<file path="src/rtl/bcd_timer_cnt_pkg.sv">
// Shared BCD constants and the nibble clamp used by the timer counter and its decades.
package bcd_timer_cnt_pkg;

    localparam int unsigned BCD_W = 4;
    localparam logic [BCD_W-1:0] BCD_MAX = 4'd9;
    localparam logic [BCD_W-1:0] BCD_MIN = 4'd0;

    // Any nibble above 9 saturates to 9 so Q never holds a non-BCD digit.
    function automatic logic [BCD_W-1:0] bcd_clamp(input logic [BCD_W-1:0] n);
        return (n > BCD_MAX) ? BCD_MAX : n;
    endfunction

endpackage

</file>
<file path="src/rtl/bcd_timer_cnt_digit.sv">
// One BCD decade: load, increment/decrement on step_in, ripple carry/borrow out.
module bcd_digit
    import bcd_timer_cnt_pkg::*;
(
    input  logic             Clk,
    input  logic             Rst,
    input  logic             ld,
    input  logic [BCD_W-1:0] ld_val,
    input  logic             step_in,
    input  logic             Up,
    output logic [BCD_W-1:0] q,
    output logic             step_out_c,
    output logic             is_term_c
);

    // Terminal is 9 when counting up, 0 when counting down.
    assign is_term_c  = Up ? (q == BCD_MAX) : (q == BCD_MIN);
    assign step_out_c = step_in & is_term_c;

    always_ff @(posedge Clk) begin
        if (Rst) begin
            q <= BCD_MIN;
        end else if (ld) begin
            q <= bcd_clamp(ld_val);
        end else if (step_in) begin
            if (Up) begin
                q <= (q == BCD_MAX) ? BCD_MIN : q + 4'd1;
            end else begin
                q <= (q == BCD_MIN) ? BCD_MAX : q - 4'd1;
            end
        end
    end

endmodule

</file>
<file path="src/rtl/bcd_timer_cnt.sv">
// Multi-decade BCD up/down timer counter with load, hold-or-wrap at terminal and Tc pulse.
module bcd_timer_cnt
    import bcd_timer_cnt_pkg::*;
#(
    parameter int unsigned DIGITS = 2,
    parameter bit          WRAP   = 1'b0
) (
    input  logic                      Clk,
    input  logic                      Rst,
    input  logic                      En,
    input  logic                      Up,
    input  logic                      Load,
    input  logic [BCD_W*DIGITS-1:0]   LoadVal,
    output logic [BCD_W*DIGITS-1:0]   Q,
    output logic                      Zero,
    output logic                      Max,
    output logic                      Tc
);

    logic [DIGITS:0]   step;
    logic [DIGITS-1:0] is_term;
    logic              hold_c;
    logic              hi_term_c;
    logic              pre_term_c;
    logic              carry_unused;

    // Without wrap, a counter already at its terminal value stops stepping.
    assign hold_c       = ~WRAP & (&is_term);
    assign step[0]      = En & ~Load & ~hold_c;
    assign carry_unused = step[DIGITS];

    for (genvar g = 0; g < DIGITS; g++) begin : g_digit
        bcd_digit u_digit (
            .Clk        (Clk),
            .Rst        (Rst),
            .ld         (Load),
            .ld_val     (LoadVal[g*BCD_W +: BCD_W]),
            .step_in    (step[g]),
            .Up         (Up),
            .q          (Q[g*BCD_W +: BCD_W]),
            .step_out_c (step[g+1]),
            .is_term_c  (is_term[g])
        );
    end

    if (DIGITS > 1) begin : g_hi
        assign hi_term_c = &is_term[DIGITS-1:1];
    end else begin : g_one
        assign hi_term_c = 1'b1;
    end

    // One step away from terminal: upper decades already terminal, digit 0 at 8 (up) or 1 (down).
    assign pre_term_c = hi_term_c &
                        (Q[BCD_W-1:0] == (Up ? (BCD_MAX - 4'd1) : (BCD_MIN + 4'd1)));

    assign Zero = (Q == '0);

    always_comb begin
        Max = 1'b1;
        for (int unsigned i = 0; i < DIGITS; i++) begin
            if (Q[i*BCD_W +: BCD_W] != BCD_MAX) begin
                Max = 1'b0;
            end
        end
    end

    always_ff @(posedge Clk) begin
        if (Rst) begin
            Tc <= 1'b0;
        end else if (Load) begin
            Tc <= 1'b0;
        end else begin
            Tc <= step[0] & pre_term_c;
        end
    end

endmodule

</file>
<file path="config.mk">
export PLATFORM = sky130hd
export DESIGN_NAME = bcd_timer_cnt
export DESIGN_NICKNAME = d
export VERILOG_FILES = /design/src/rtl/bcd_timer_cnt_pkg.sv /design/src/rtl/bcd_timer_cnt_digit.sv /design/src/rtl/bcd_timer_cnt.sv
export SDC_FILE = /design/constraint.sdc
export NUM_CORES = 1
export LEC_CHECK = 0
export ABC_AREA = 0
export BUFFER_PORTS_ARGS = -buffer_cell sky130_fd_sc_hd__clkbuf_2
export CAP_MARGIN = 0
export CORE_UTILIZATION = 38
export DETAILED_ROUTE_END_ITERATION = 16
export SLEW_MARGIN = 20
export SYNTH_ARGS = -nofsm -noshare
export SYNTH_HDL_FRONTEND = slang
export SYNTH_SLANG_ARGS = --single-unit
</file>
<file path="constraint.sdc">
create_clock -name Clk -period 2.1 [get_ports Clk]
set_input_delay 0.315 -clock Clk [delete_from_list [all_inputs] [get_ports Clk]]
set_output_delay 0.315 -clock Clk [all_outputs]
set_load 0.02 [all_outputs]
</file>
Word level (Yosys, flattened, before mapping)
Cells that the tools add are included.

Bits in registers: 9. Logic and storage cells: 45.

Equal/unequal tests: 5. Bitwise operators: 7. Reduce and logical (&&, ||, !) cells: 7. Add/subtract/negate cells: 4. Mux-type cells: 17. Order comparisons: 2.

Operators with widths (number): $mux W4 (13); $add A4 B1 Y4 const B (2); $eq A4 B4 Y1 const B (2); $gt A4 B4 Y1 const B (2); $logic_not A4 Y1 (2); $logic_not A8 Y1 (1); $ne A4 B4 Y1 const B (2); $sub A4 B1 Y4 const B (2); $and A1 B1 Y1 (5); $eq A4 B4 Y1 (1); $mux W1 (4); $reduce_bool A2 Y1 (2); $not A1 Y1 (2); $reduce_and A2 Y1 (1); $reduce_or A2 Y1 (1).

Depth between registers and ports, before layout
Gate-level depths: netlist of the first run.

Word-level depth: 8. Gate-level depth with buffers: 6. Gate-level depth less buffers: 4.

Cells and area by module
A second synthesis of the first run with hierarchy kept.

Cell total of the unflattened synthesis: 90. Area total of the unflattened synthesis: 749.5 µm².

By module, submodules not included: bcd_digit (cells an instance 39, seq. area each 80.1 µm², instances 2, area an instance 324.1 µm²); bcd_timer_cnt (cells an instance 12, seq. area each 20.0 µm², instances 1, area an instance 101.3 µm²).

Worst setup path before layout of the first run
OpenSTA, ideal clock, no wires.

Path kind: register to register. Start point: register g_digit[1].u_digit.q[1]. End point: register g_digit[0].u_digit.q[3]. Library setup time: 59 ps. Buffers on the path: 1. Cell stages (with the launch flop): 6. Arrival: 1854 ps. Required time: 2041 ps. Slack: 187 ps. Cell sequence: dfxtp_1 buf_6 or4_4 a221o_1 a2111oi_2 a31o_1.

Word-level cells in the longest chain between the ends: 6. Elaborated cells between the ends (all ways): 7.

RTL lines: start: declaration (RTL line bcd_timer_cnt_digit.sv:11) `output logic [BCD_W-1:0] q,`; start signal: assignment (RTL line bcd_timer_cnt_digit.sv:24) `q <= bcd_clamp(ld_val);`; start signal: assignment (RTL line bcd_timer_cnt_digit.sv:27) `q <= (q == BCD_MAX) ? BCD_MIN : q + 4'd1;`; start signal: assignment (RTL line bcd_timer_cnt_digit.sv:29) `q <= (q == BCD_MIN) ? BCD_MAX : q - 4'd1;`; $eq A4 B4 Y1 or $logic_not A4 Y1 (tied branches) (RTL line bcd_timer_cnt_digit.sv:17) `assign is_term_c = Up ? (q == BCD_MAX) : (q == BCD_MIN);`; $mux W1 (*) (RTL line bcd_timer_cnt_digit.sv:17); $reduce_and A2 Y1 (*) (RTL line bcd_timer_cnt.sv:28) `assign hold_c = ~WRAP & (&is_term);`; $not A1 Y1 (*) (RTL line bcd_timer_cnt.sv:29) `assign step[0] = En & ~Load & ~hold_c;`; $and A1 B1 Y1 (*) (RTL line bcd_timer_cnt.sv:29); $reduce_bool A2 Y1 (no source line) (*); end signal: assignment (RTL line bcd_timer_cnt_digit.sv:24); end signal: assignment (RTL line bcd_timer_cnt_digit.sv:27); end signal: assignment (RTL line bcd_timer_cnt_digit.sv:29); end: declaration (RTL line bcd_timer_cnt_digit.sv:11).

Every way passes the cells marked *; elsewhere a longest branch is shown, timed or not. A chain may end at the register's enable or synchronous reset.

Worst setup path after layout of the first run
Start point: register g_digit[0].u_digit.q[1]. End point: output port Max.

Word-level cells in the longest chain between the ends: 3.

RTL lines: $ne A4 B4 Y1 (RTL line bcd_timer_cnt.sv:61) `if (Q[i*BCD_W +: BCD_W] != BCD_MAX) begin`; $mux W1 (2 in a row) (RTL line bcd_timer_cnt.sv:61); end: declaration (RTL line bcd_timer_cnt.sv:16) `output logic Max,`.

Every way passes these cells.

==> results of run 1 <==
-- cells by family after synthesis --
group | share of synthesized area (%)
and+or+nand+nor | 29.31
xor gates and xnor gates | 4.124
DFF | 21.21
AOI/OAI and AO/OA | 36.08
buffers and inverters | 9.278
-- timing repair --
item,CTS,global route
gates resized for setup,0,1
buffers inserted,0,0
endpoints found under the setup margin,0,1
-- worst max-delay path, delay by kind of cell, from the launching register on --
family / cells / cell delay, ps
simple gates: 2 / 770
flops: 1 / 410
buf+inv: 1 / 200
-- per-layer routing --
metal | vias up | global-route usage, % | routed length, um
met4 | 0 | 4.412 | 20
li1 | 496 | - | -
met2 | 47 | 33.79 | 1026
met1 | 452 | 28.17 | 1106
met3 | 4 | 5.919 | 171
met5 | - | 0 | 0
-- placed cells by master (no fill, tap or decap), types with 3 or more instances in the layout --
master    synthesis  layout
nor3_1            7       7
a21oi_1           5       5
nor2_1           12      12
a221o_1           3       3
o21ai_0          10      10
inv_1             6       6
nand3_1           4       4
or3_1             4       4
dfxtp_1           9       9
nand2_1           6       6
a211oi_1          3       3
a311oi_1          4       4
clkbuf_4          0       3
buf_4             0       8
clkbuf_2          0      23
-- registers in the layout, summed over array words and instances, names as in the netlist --
signal,flops
g_digit.u_digit.q,8
Tc,1
-- power breakdown --
| part | switching (W) | internal, W | total (W) |
|---|---|---|---|
| logic | 0.000121 | 0.0000873 | 0.000208 |
| clock network | 0.0000625 | 0.0000733 | 0.000136 |
| registers | 0.0000203 | 0.000183 | 0.000204 |
| total | 0.000203 | 0.000344 | 0.000547 |
-- worst min path at each step --
| stage | start | endpoint | slack, ps | depth (start not counted) |
|---|---|---|---|---|
| 3_5_place_dp | g_digit[1].u_digit.q[1]$_SDFFE_PP0P_ | Tc$_SDFF_PP0_ | 570 | 2 |
| 3_3_place_gp | LoadVal[6] | g_digit[1].u_digit.q[2]$_SDFFE_PP0P_ | 570 | 3 |
| 6_report | LoadVal[6] | g_digit[1].u_digit.q[2]$_SDFFE_PP0P_ | 300 | 3 |
| 5_1_grt | LoadVal[6] | g_digit[1].u_digit.q[2]$_SDFFE_PP0P_ | 320 | 3 |
| 2_1_floorplan | LoadVal[6] | g_digit[1].u_digit.q[2]$_SDFFE_PP0P_ | 470 | 2 |
| 4_1_cts | LoadVal[6] | g_digit[1].u_digit.q[2]$_SDFFE_PP0P_ | 300 | 3 |
-- area by class of cell --
cell class	count	area (um^2)
fillers	211	988.4
flip-flops and latches	9	180.2
multi-input cells	92	595.6
clock buffers	4	26.28
well taps	27	33.78
repair buffers	31	175.2
inverters	6	22.52
-- metrics by stage --
| stage | power [W] | cells |
|---|---|---|
| 2_1_floorplan | 0.0003458 | 119 |
| 3_3_place_gp | 0.0004080 | 165 |
| 3_5_place_dp | 0.0004105 | 165 |
| 4_1_cts | 0.0005483 | 169 |
| 5_1_grt | 0.0005854 | 169 |
| 6_report | 0.0005472 | 169 |
==> flow_summary.ini, run 1 <==
[outcome]
run_status = completed

[critical_path]
cp_data_arrival_time_ps = 1640
regToRegEndpoint = g_digit[0].u_digit.q[3]$_SDFFE_PP0P_
end_kind = output pin
timing.critical_path.to = Max
timing.reg2reg.setup_slack_ps = 210
rr_worst_depth = 4
slowest_delay_ps = 550
worst-endpoint-required_ps = 1780
cp_slowest_cell = or4_4
timing.critical_path.from = g_digit[0].u_digit.q[1]$_SDFFE_PP0P_
timing.critical_path.cells = or4_4, nor3_1, clkbuf_2
critPathLaunchType = register
class_of_the_most_critical_setup_path = reg -> out
worst_path_fanout_max = 8
startpoint_of_the_most_critical_register_to_register_path = g_digit[0].u_digit.q[1]$_SDFFE_PP0P_

[floorplanning]
dieArea_mm2 = 0.002429
die_width_um = 49.29
initial_utilization_pct = 42.02
number_of_placement_rows = 16
fp.coreArea_mm2 = 0.002022
dieHeight_um = 49.29
ioPinCount = 24

[grt]
via_count_of_the_first_global_routing_pass = 905
grt_usage_pct = 21.22
first_pass_grt_wire_length_um = 4064
grt_overflow = 0
grt_start_max_net_pins = 15
initial_antenna_violation_count = 0

[yosys]
synth_top_area_cell = dfxtp_1
synthesis.area_um2 = 849.6
syn-mean-instance-area_um2 = 7.139
synthTopCellsByArea = dfxtp_1 (21%), o21ai_0 (5.9%), nor2_1 (5.3%)
fraction_of_the_yosys_area_taken_by_sequential_cells_pct = 21.21
synthDistinctLibCells = 42
synth-warning-count = 0
number_of_enable_type_register_cells_in_the_synthesized_netlist = 0
list_of_most_frequent_post_synthesis_cells = nor2_1 (12), o21ai_0 (10), dfxtp_1 (9)
synth_flop_cell = dfxtp_1
synth_cells = 119
synthMostInstantiatedCell = nor2_1
synth_top_area_share_pct = 21.21
register_bit_count_reported_by_yosys = 9
asyncSetResetFlopFracSynth_pct = 0
mappedNetlistNets = 132

[clock_tree]
cts_made_buffers = 3
clk_pin_slew_ps = 60
cts_htree_levels = 1
cts.hold.buffers_added = 0
cts_root_buffer = clkbuf_4
insertion_delay_ps = 270
clock_path_buffers = 2
cts_tree = yes
numClockSinks = 9

[timing]
layout_worst_path_cycle_share_pct = 92.98
slew_violations = 0
max_clock_freq_mhz = 512.1
clock-skew-final_ps = 7.664
worst_hold_slack_ps = 300.4
period_needed_ps = 1953
timing.max_slew.rel_slack_pct = 69.13
hold_violations = 0
tns_ps = 0
worstMarginPinSlew_ps = 458.2
final_critical_path_setup_slack_ps = 147.4
setup-violations-final = 0
rsz_0062_raised_after_global_routing = no

[drt]
drtAntennaViolNets = 0
post-route-drc-count = 0
via_density_per_instance = 5.911
drtPass1Iterations = 4
detail_route.iter0.violations = 51
vias = 999
finalWirelength_um = 2324
avgRoutedWirePerCell_um = 13.75

[power_and_ir_drop]
vdd_drop_max_v = 0.0003414
power_per_cell_area_mw_per_mm2 = 529.5
power.static_leakage_nw = 0.4258

[final_layout]
area_growth_syn_to_layout_pct = 21.65
antenna_cells = 0
finalNetCount = 156
finalInstanceArea_mm2 = 0.001033
finish.utilization_pct = 51.11
proportion_of_layout_cells_with_a_drive_suffix_above_1_pct = 26.76

[placed_design]
place_ws_ps = 158.1
post-dp-hpwl_um = 1695
placement.io_buffers = 23
place.gp.congestion = 0.8674
dpl_cell_area_mm2 = 0.001002

[hold_path]
worstHoldPathType = in -> reg

[job]
max-cap-violations = 0
(Power assumes the default switching activity.)
==> run 2, diff against run 1 <==
--- a/config.mk
+++ b/config.mk
@@ -8,6 +8,7 @@
 export ABC_AREA = 0
 export BUFFER_PORTS_ARGS = -buffer_cell sky130_fd_sc_hd__clkbuf_2
 export CAP_MARGIN = 0
+export CORE_MARGIN = 1
 export CORE_UTILIZATION = 38
 export DETAILED_ROUTE_END_ITERATION = 16
 export SLEW_MARGIN = 20
==> constraint.sdc (replaced) <==
create_clock -name Clk -period 1.97 [get_ports Clk]
set_input_delay 0.2955 -clock Clk [delete_from_list [all_inputs] [get_ports Clk]]
set_output_delay 0.2955 -clock Clk [all_outputs]
set_load 0.02 [all_outputs]
==> run 2 against run 1 <==
Compared with the run above: sequential power grew 3%; core utilization grew 0.87 points; combinational power grew 12%; via count grew 2.0%; clock power grew 7%; critical endpoint unchanged; largest cell class unchanged; largest power group unchanged.
==> flow_summary.ini, run 2 (synthesized netlist as in run 1, its figures left out) <==
[final_layout]
antenna_cells = 0
finish.utilization_pct = 51.98
largest_register_ff_count = 8
proportion_of_layout_cells_with_a_drive_suffix_above_1_pct = 27.59
nFillCells = 209
leading_registers_by_flop_count = g_digit.u_digit.q x8, Tc x1
area_growth_syn_to_layout_pct = 23.71
mostFrequentLayoutCell = clkbuf_2
layout.cells.most_common_list = clkbuf_2 (23), nor2_1 (12), buf_4 (11)
finalNetCount = 159
regMostFlops = g_digit.u_digit.q

[power_and_ir_drop]
internal-power_w = 0.0003709
seq_power_share_pct = 35.7
power.switching_fraction_pct = 37.03
total_switching_power_w = 0.0002181
power_per_cell_area_mw_per_mm2 = 560.4
power.static_leakage_nw = 0.4383
total_power_w = 0.0005890
share_clk_of_total_power_pct = 24.8
vdd_drop_max_v = 0.0003694
combPwrFrac_pct = 39.5

[placed_design]
place.gp.congestion = 0.8610
placement.io_buffers = 23
post-dp-hpwl_um = 1740

[drt]
avgRoutedWirePerCell_um = 13.72
vias = 1019
detail_route.iter0.violations = 41
via_density_per_instance = 5.924
finalWirelength_um = 2360
post-route-drc-count = 0
drtAntennaViolNets = 0
drtPass1Iterations = 4

[critical_path]
critPathLaunchType = register
class_of_the_most_critical_setup_path = reg -> out
timing.critical_path.buf_inv = 1
timing.critical_path.cells = or4_4, nor3_1, clkbuf_2
worst-endpoint-required_ps = 1670
cp_slowest_cell = or4_4
end_kind = output pin
cp_data_arrival_time_ps = 1550
worst_path_fanout_max = 5
timing.critical_path.max_delay_family = simple AND/OR/NAND/NOR gates
slowest_delay_ps = 570

[clock_tree]
cts_setup_buffers = 0
cts_tree = yes
clock_path_buffers = 2
cts.hold.buffers_added = 0
cts_made_buffers = 3
cts_resized = 0
insertion_delay_ps = 260
numClockSinks = 9
cts_htree_levels = 1
cts_root_buffer = clkbuf_4
clk_pin_slew_ps = 60

[timing]
rsz_0062_raised_after_global_routing = no
timing.max_slew.rel_slack_pct = 70.68
worstMarginPinSlew_ps = 435.2
slew_violations = 0
period_needed_ps = 1847
setup-violations-final = 0
max_clock_freq_mhz = 541.5
layout_worst_path_cycle_share_pct = 93.75
clock-skew-final_ps = 1.656
hold_violations = 0
tns_ps = 0

[floorplanning]
die_width_um = 49.29
dieHeight_um = 49.29
ioPinCount = 24
initial_utilization_pct = 42.02
number_of_placement_rows = 16
fp.coreArea_mm2 = 0.002022
dieArea_mm2 = 0.002429

[grt]
initial_antenna_violation_count = 0
grt_overflow = 0
grt_start_max_net_pins = 14
first_pass_grt_wire_length_um = 3719
grt_usage_pct = 20.05
via_count_of_the_first_global_routing_pass = 826

[job]
max-cap-violations = 0

[hold_path]
worstHoldPathType = in -> reg

[outcome]
run_status = completed
run 2: worst min-delay path, delay by kind of cell:
family / cells / cell delay, ps
buffers and inverters: 1 / 90
AND/OR/NAND/NOR: 1 / 60
AO/OA/AOI/OAI: 1 / 60
run 2: through the flow:
stage          worst slack (ps)  area [um^2]  instances  hold slack [ps]
2_1_floorplan             57.45        849.6        119            447.4
3_3_place_gp              143.9         1025        168            551.9
3_5_place_dp              108.0         1025        168            561.2
4_1_cts                   115.1         1051        172            277.5
5_1_grt                   33.55         1051        172            295.8
6_report                  123.1         1051        172            288.9
run 2: path summary, 6_finish.rpt:
check	depth (start not counted)	from	endpoint	slack, ps
hold / removal	3	LoadVal[6]	g_digit[1].u_digit.q[2]$_SDFFE_PP0P_	290
setup reg to reg	4	g_digit[1].u_digit.q[1]$_SDFFE_PP0P_	g_digit[0].u_digit.q[3]$_SDFFE_PP0P_	160
hold reg to reg	2	g_digit[1].u_digit.q[1]$_SDFFE_PP0P_	Tc$_SDFF_PP0_	610
setup / recovery	3	g_digit[1].u_digit.q[1]$_SDFFE_PP0P_	Max	120
run 2: cell type report:
| class | count | area (um^2) | area share (%) |
|---|---|---|---|
| flip-flops and latches | 9 | 180.2 | 17.14 |
| well taps | 27 | 33.78 | 3.214 |
| inverters | 6 | 22.52 | 2.143 |
| multi-input cells | 92 | 590.6 | 56.19 |
| repair buffers | 34 | 197.7 | 18.81 |
| clock buffers | 4 | 26.28 | 2.500 |
run 2: power groups by stage:
stage	registers, W	logic (W)	clock network (W)
CTS	0.000210	0.000231	0.000152
detailed placement	0.000214	0.000229	0
global placement	0.000214	0.000226	0
global route	0.000212	0.000254	0.000160
floorplan	0.000226	0.000143	0
finish	0.000210	0.000233	0.000146
run 2: layer usage:
layer	share of wire [%]	vias up	global-route usage (%)
met3	7.6	2	4.050
met2	43	52	29.00
met4	0.59	0	7.353
met1	49	458	28.81
li1	-	507	-
met5	0	-	0
